<file path="config.mk">
export PLATFORM = sky130hd
export DESIGN_NAME = vx_warp_issue_sched
export DESIGN_NICKNAME = d
export VERILOG_FILES = /design/src/rtl/VX_gpu_pkg.sv /design/src/rtl/vx_warp_ibuf.sv /design/src/rtl/vx_warp_issue_sched.sv
export SDC_FILE = /design/constraint.sdc
export NUM_CORES = 2
export LEC_CHECK = 0
export BUFFER_PORTS_ARGS = -buffer_cell sky130_fd_sc_hd__buf_2
export CORE_MARGIN = 2
export CORE_UTILIZATION = 40
export CTS_BUF_LIST = sky130_fd_sc_hd__clkbuf_8
export CTS_CLUSTER_DIAMETER = 150
export DETAILED_ROUTE_END_ITERATION = 8
export PLACE_DENSITY = 0.65
export SYNTH_ARGS = -nofsm -noshare
export SYNTH_HDL_FRONTEND = slang
export SYNTH_SLANG_ARGS = --single-unit
</file>
<file path="constraint.sdc">
create_clock -name clk -period 5.1 [get_ports clk]
set_input_delay 0.51 -clock clk [delete_from_list [all_inputs] [get_ports clk]]
set_output_delay 0.51 -clock clk [all_outputs]
set_load 0.02 [all_outputs]
</file>
<file path="src/rtl/VX_gpu_pkg.sv">
// VX_gpu_pkg: shared issue-stage types and default widths
package VX_gpu_pkg;
    localparam int WB         = 2;
    localparam int NRB        = 6;
    localparam int IBUF_DATAW = 64;
    typedef struct packed {
        logic [IBUF_DATAW-1:0] data;
        logic                  wb;
        logic [NRB-1:0]        rd;
        logic [NRB-1:0]        rs1;
        logic [NRB-1:0]        rs2;
        logic [NRB-1:0]        rs3;
    } ibuf_entry_t;
endpackage

</file>
<file path="src/rtl/vx_warp_ibuf.sv">
// vx_warp_ibuf: single-warp instruction FIFO with registered head entry
module vx_warp_ibuf
    import VX_gpu_pkg::*;
#(
    parameter int DEPTH = 2,
    localparam int PW = $clog2(DEPTH),
    localparam int CW = $clog2(DEPTH + 1)
) (
    input  logic        clk,
    input  logic        reset,
    input  logic        i_push,
    input  logic        i_pop,
    input  ibuf_entry_t i_data,
    output ibuf_entry_t o_head,
    output logic        o_empty,
    output logic        o_full
);
    ibuf_entry_t     r_mem [DEPTH];
    logic [PW-1:0]   r_wr;
    logic [PW-1:0]   r_rd;
    logic [CW-1:0]   r_count;
    always_ff @(posedge clk) begin
        if (i_push) r_mem[r_wr] <= i_data;
    end
    always_ff @(posedge clk) begin
        if (reset) begin
            r_wr    <= '0;
            r_rd    <= '0;
            r_count <= '0;
        end else begin
            if (i_push) r_wr <= (r_wr == PW'(DEPTH - 1)) ? '0 : r_wr + 1'b1;
            if (i_pop)  r_rd <= (r_rd == PW'(DEPTH - 1)) ? '0 : r_rd + 1'b1;
            r_count <= r_count + CW'(i_push) - CW'(i_pop);
        end
    end
    assign o_head  = r_mem[r_rd];
    assign o_empty = (r_count == '0);
    assign o_full  = (r_count == CW'(DEPTH));
endmodule

</file>
<file path="src/rtl/vx_warp_issue_sched.sv">
// vx_warp_issue_sched: per-warp instruction buffers, scoreboard and
// round-robin selection of one hazard-free warp into a registered issue slot
module vx_warp_issue_sched
    import VX_gpu_pkg::*;
#(
    parameter int NUM_WARPS     = 2 ** WB,
    parameter int IBUF_DEPTH    = 2,
    parameter int NUM_REGS      = 2 ** NRB,
    parameter int DATAW         = IBUF_DATAW,
    parameter int PERF_CTR_BITS = 44,
    localparam int WIDW = $clog2(NUM_WARPS),
    localparam int RIDW = $clog2(NUM_REGS)
) (
    input  logic                     clk,
    input  logic                     reset,
    input  logic                     dec_valid,
    input  logic [WIDW-1:0]          dec_wid,
    input  logic [DATAW-1:0]         dec_data,
    input  logic                     dec_wb,
    input  logic [RIDW-1:0]          dec_rd,
    input  logic [RIDW-1:0]          dec_rs1,
    input  logic [RIDW-1:0]          dec_rs2,
    input  logic [RIDW-1:0]          dec_rs3,
    output logic                     dec_ready,
    output logic                     iss_valid,
    output logic [WIDW-1:0]          iss_wid,
    output logic [DATAW-1:0]         iss_data,
    output logic                     iss_wb,
    output logic [RIDW-1:0]          iss_rd,
    input  logic                     iss_ready,
    input  logic                     wb_valid,
    input  logic [WIDW-1:0]          wb_wid,
    input  logic [RIDW-1:0]          wb_rd,
    input  logic                     wb_eop,
    output logic [PERF_CTR_BITS-1:0] perf_scb_stalls,
    output logic [PERF_CTR_BITS-1:0] perf_ibf_stalls
);
    logic [NUM_REGS-1:0]  r_inuse [NUM_WARPS];
    logic [WIDW-1:0]      r_rr_ptr;
    ibuf_entry_t          w_head [NUM_WARPS];
    ibuf_entry_t          w_dec_entry;
    ibuf_entry_t          w_sel;
    logic [NUM_WARPS-1:0] w_empty, w_full, w_elig, w_push, w_pop;
    logic [WIDW-1:0]      w_gnt_wid, w_idx;
    logic                 w_any, w_slot_free, w_grant;
    assign w_dec_entry = '{data: dec_data, wb: dec_wb, rd: dec_rd, rs1: dec_rs1, rs2: dec_rs2, rs3: dec_rs3};
    assign dec_ready   = !w_full[dec_wid];
    assign w_slot_free = !iss_valid || iss_ready;
    assign w_grant     = w_slot_free && w_any;
    assign w_sel       = w_head[w_gnt_wid];
    for (genvar g = 0; g < NUM_WARPS; g++) begin : g_warp
        assign w_push[g] = dec_valid && dec_ready && (dec_wid == WIDW'(g));
        assign w_pop[g]  = w_grant && (w_gnt_wid == WIDW'(g));
        // rd is checked only for writers; r0 is never marked so it never blocks
        assign w_elig[g] = !w_empty[g] && !r_inuse[g][w_head[g].rs1] && !r_inuse[g][w_head[g].rs2]
                         && !r_inuse[g][w_head[g].rs3] && !(w_head[g].wb && r_inuse[g][w_head[g].rd]);
        vx_warp_ibuf #(.DEPTH(IBUF_DEPTH)) u_ibuf (
            .clk     (clk),
            .reset   (reset),
            .i_push  (w_push[g]),
            .i_pop   (w_pop[g]),
            .i_data  (w_dec_entry),
            .o_head  (w_head[g]),
            .o_empty (w_empty[g]),
            .o_full  (w_full[g])
        );
    end
    // first eligible warp strictly after r_rr_ptr, wrapping back to r_rr_ptr last
    always_comb begin
        w_gnt_wid = r_rr_ptr;
        w_any     = 1'b0;
        w_idx     = '0;
        for (int i = 1; i <= NUM_WARPS; i++) begin
            w_idx = r_rr_ptr + WIDW'(i);
            if (!w_any && w_elig[w_idx]) begin
                w_any     = 1'b1;
                w_gnt_wid = w_idx;
            end
        end
    end
    always_ff @(posedge clk) begin
        if (reset) begin
            iss_valid       <= 1'b0;
            iss_wid         <= '0;
            iss_data        <= '0;
            iss_wb          <= 1'b0;
            iss_rd          <= '0;
            r_rr_ptr        <= '1;
            perf_scb_stalls <= '0;
            perf_ibf_stalls <= '0;
            for (int w = 0; w < NUM_WARPS; w++) r_inuse[w] <= '0;
        end else begin
            if (w_slot_free) iss_valid <= w_any;
            if (w_grant) begin
                iss_wid  <= w_gnt_wid;
                iss_data <= w_sel.data;
                iss_wb   <= w_sel.wb;
                iss_rd   <= w_sel.rd;
                r_rr_ptr <= w_gnt_wid;
            end
            if (w_slot_free && !(&w_empty) && !w_any) perf_scb_stalls <= perf_scb_stalls + 1'b1;
            if (dec_valid && !dec_ready) perf_ibf_stalls <= perf_ibf_stalls + 1'b1;
            // the set is written after the clear so it wins on a same-cycle collision
            if (wb_valid && wb_eop) r_inuse[wb_wid][wb_rd] <= 1'b0;
            if (w_grant && w_sel.wb && (w_sel.rd != '0)) r_inuse[w_gnt_wid][w_sel.rd] <= 1'b1;
        end
    end
endmodule

</file>
==> impl_metrics.env <==
export IMPL_status="finished, violations left"
export IMPL_violations="design-rule violations, max-capacitance violations, max-slew violations"
export IMPL_antenna_found_initial=36
export IMPL_synth_edf_count=712
export IMPL_ir_drop_v=0.000376
export IMPL_crit_buf_inv=7
export IMPL_cts_inserted_buffers=192
export IMPL_fin_crit_sh_pct=99.3
export IMPL_drive_gt1_share_pct=21.1
export IMPL_drcViolationCount=1
export IMPL_syn_inst=5925
export IMPL_area_growth_pct=19.8
export IMPL_path_delay_family="compound AO/OA/AOI/OAI gates"
export IMPL_io_pin_count=268
export IMPL_first_iter_violations=8101
export IMPL_syn_area_per_cell_um2=10.2
export IMPL_port_buffers=267
export IMPL_power_per_cell_area_nw_per_um2=346
export IMPL_hp_class="in -> reg"
export IMPL_grt_pass1_vias=50300
export IMPL_hold_ws_ns=0.0816
export IMPL_yosys_warnings=0
export IMPL_cp_data_arrival_time_ns=5.88
export IMPL_crit_top_cell="buf_4"
export IMPL_final_common_cell="edfxtp_1"
export IMPL_rows=142
export IMPL_wl_mm=248
export IMPL_start_kind="flop"
export IMPL_cts_tree="built"
export IMPL_gp_congestion=1.06
export IMPL_ant_nets=0
export IMPL_slew_violations=10
export IMPL_async_flop_share_pct=0
export IMPL_crit_type="reg -> reg"
export IMPL_die_x_um=392
export IMPL_worstSkewPairLatency_ns=0.96
export IMPL_wire_per_inst_um=28.3
export IMPL_crit_cells=20
export IMPL_synth_cell_types=104
export IMPL_critPathSlowestCell="dfxtp_4"
export IMPL_crit_path_end_kind="flop"
export IMPL_clockRootBuffer="clkbuf_8"
export IMPL_tightestPinTransition_ns=1.65
export IMPL_final_nets=6672
export IMPL_fp_coreArea_um2=150000
export IMPL_layout_cells_non_filler=8770
export IMPL_max_freq_mhz=197
export IMPL_clock_sinks=1152
export IMPL_dpl_cell_area_um2=66800
export IMPL_grt_pass1_wl_mm=352
export IMPL_fin_worst_skew_ns=0.0672
export IMPL_fin_crit_ns=5.07
export IMPL_drv_cap=3
export IMPL_vias=55100
export IMPL_final_hold_viol_count=0
export IMPL_ys_seq_area_share_pct=50.2
export IMPL_h_tree_depth=4
export IMPL_p_leak_nw=24.8
export IMPL_hold_depth=2
export IMPL_finalInstanceArea_um2=72100
export IMPL_clkTransAtPathRegs_ns=0.06
export IMPL_slew_headroom_pct=-9.74
export IMPL_yosys_register_bits=1152
export IMPL_firstDrtPassIters=9
export IMPL_drt_vias_per_instance=6.28
export IMPL_cp_cell_sequence="buf_8, buf_4, mux2_2, a221oi_1, a211oi_1, a221oi_1, a311oi_1, a211oi_1, buf_4, nand2_2, a221oi_4, or2_4, buf_12, buf_4, mux2i_1, mux2_2, buf_4, nand3_1, buf_12, o21ai_0"
export IMPL_initial_core_util_pct=40.2
export IMPL_finalSetupViolations=0
export IMPL_final_cell_mix="edfxtp_1, o21ai_0, buf_4"
export IMPL_setup_tns_ns=0
export IMPL_power_mw=25.0
export IMPL_syn_cell_area_um2=60200
export IMPL_rr_worst_depth=20
export IMPL_crit_required_ns=5.91
export IMPL_slowest_delay_ns=0.51
export IMPL_synth_fp_nets=6040
export IMPL_dp_hpwl_mm=167
export IMPL_die_area_um2=154000
export IMPL_synth_flop_cell="edfxtp_1"
export IMPL_grt_usage_pct=31.2
export IMPL_grt_max_degree=112
export IMPL_place_inst=8293
export IMPL_clk_path_buf_depth=3
export IMPL_die_h_um=392
export IMPL_grt_overflow=0
export IMPL_cp_max_fo=26
[cells in the mapped netlist (all sizes together) (36+ instances only)]
master / count / area (µm²)
a211oi: 64 / 503
a21oi: 269 / 1350
a22o: 58 / 508
a22oi: 252 / 1890
and2: 36 / 225
buf: 123 / 713
clkbuf: 317 / 1190
dfxtp: 440 / 8810
edfxtp: 712 / 21400
inv: 136 / 510
mux2: 112 / 1270
mux2i: 286 / 2910
nand2: 232 / 881
nand2b: 426 / 2670
nand3: 89 / 445
nand4: 45 / 282
nor2: 495 / 1870
nor2b: 68 / 425
nor3: 73 / 370
o211ai: 209 / 1570
o21ai: 629 / 3210
o221a: 56 / 631
o221ai: 94 / 823
o22ai: 219 / 1370
xor2: 58 / 508
[state kept, by name, summed over array words and instances, names as in the netlist, named ones only]
| register | cells |
|---|---|
| g_warp.u_ibuf.r_mem | 712 |
| r_inuse | 256 |
| iss_data | 64 |
| perf_ibf_stalls | 44 |
| perf_scb_stalls | 44 |
| g_warp.u_ibuf.r_count | 8 |
| iss_rd | 6 |
| g_warp.u_ibuf.r_rd | 4 |
| g_warp.u_ibuf.r_wr | 4 |
| iss_wid | 2 |
| r_rr_ptr | 2 |
| iss_valid | 1 |
| iss_wb | 1 |
[routing by layer]
| layer | routed length, µm | GRT usage, % | up-vias |
|---|---|---|---|
| met5 | 234 | 0 | - |
| met4 | 15500 | 17.1 | 28 |
| met3 | 32600 | 10.8 | 848 |
| met2 | 103000 | 44.5 | 3529 |
| met1 | 96600 | 41.1 | 26800 |
| li1 | - | - | 23900 |
[through the flow]
step | utilization [%] | worst slack [ns]
3_3_place_gp | 44.6 | -0.269
6_report | 48.2 | 0.0340
5_1_grt | 48.2 | -0.00687
4_1_cts | 47.9 | 0.00608
2_1_floorplan | - | -0.474
3_5_place_dp | 44.6 | -0.324
[path summary, 6_finish.rpt]
| check | to | slack [ns] | from |
|---|---|---|---|
| worst min register to register | perf_ibf_stalls[35] | 0.50 | perf_ibf_stalls[35] |
| worst max-delay path | r_inuse[3][36] | 0.03 | flop |
| worst min-delay path | g_warp[1].u_ibuf.r_rd | 0.08 | reset |
| worst max register to register | r_inuse[3][36] | 0.03 | flop |
[layout make-up]
type	instances	area [µm²]
antenna	25	62.6
tap	2016	2520
inverter	137	522
clock buffer	231	3180
multi-input combinational	4196	28000
fill	13700	77500
timing repair buffer	878	6690
clock inverter	135	916
sequential	1152	30200
[power by group]
part           switching (mW)  leakage, nW  internal, mW
Combinational            3.53         12.4          2.15
Sequential              0.304         10.0          10.4
Clock                    4.06         2.33          4.55
[logic make-up (layout without fill, tap and decap cells)]
group                      Yosys count  count (layout)  synth area share [%]
DFF                               1152            1152                  50.2
AOI/OAI and AO/OA                 2057            2057                  22.7
muxes                              425             425                  7.95
adders and majority gates           10              10                 0.208
xor gates and xnor gates            82              82                  1.19
and+or+nand+nor                   1622            1622                  13.8
buffers and inverters              577            1381                  4.02
other                                0              25                     0
[timing repair]
item                                    4_1_cts  5_1_grt
hold endpoints to repair                    529        0
buffers inserted                              4       15
hold buffers                                 67        0
endpoints found under the setup margin      315      325
gates resized for setup                      17       58
pin swaps                                     5       13
(Power assumes the default switching activity.)
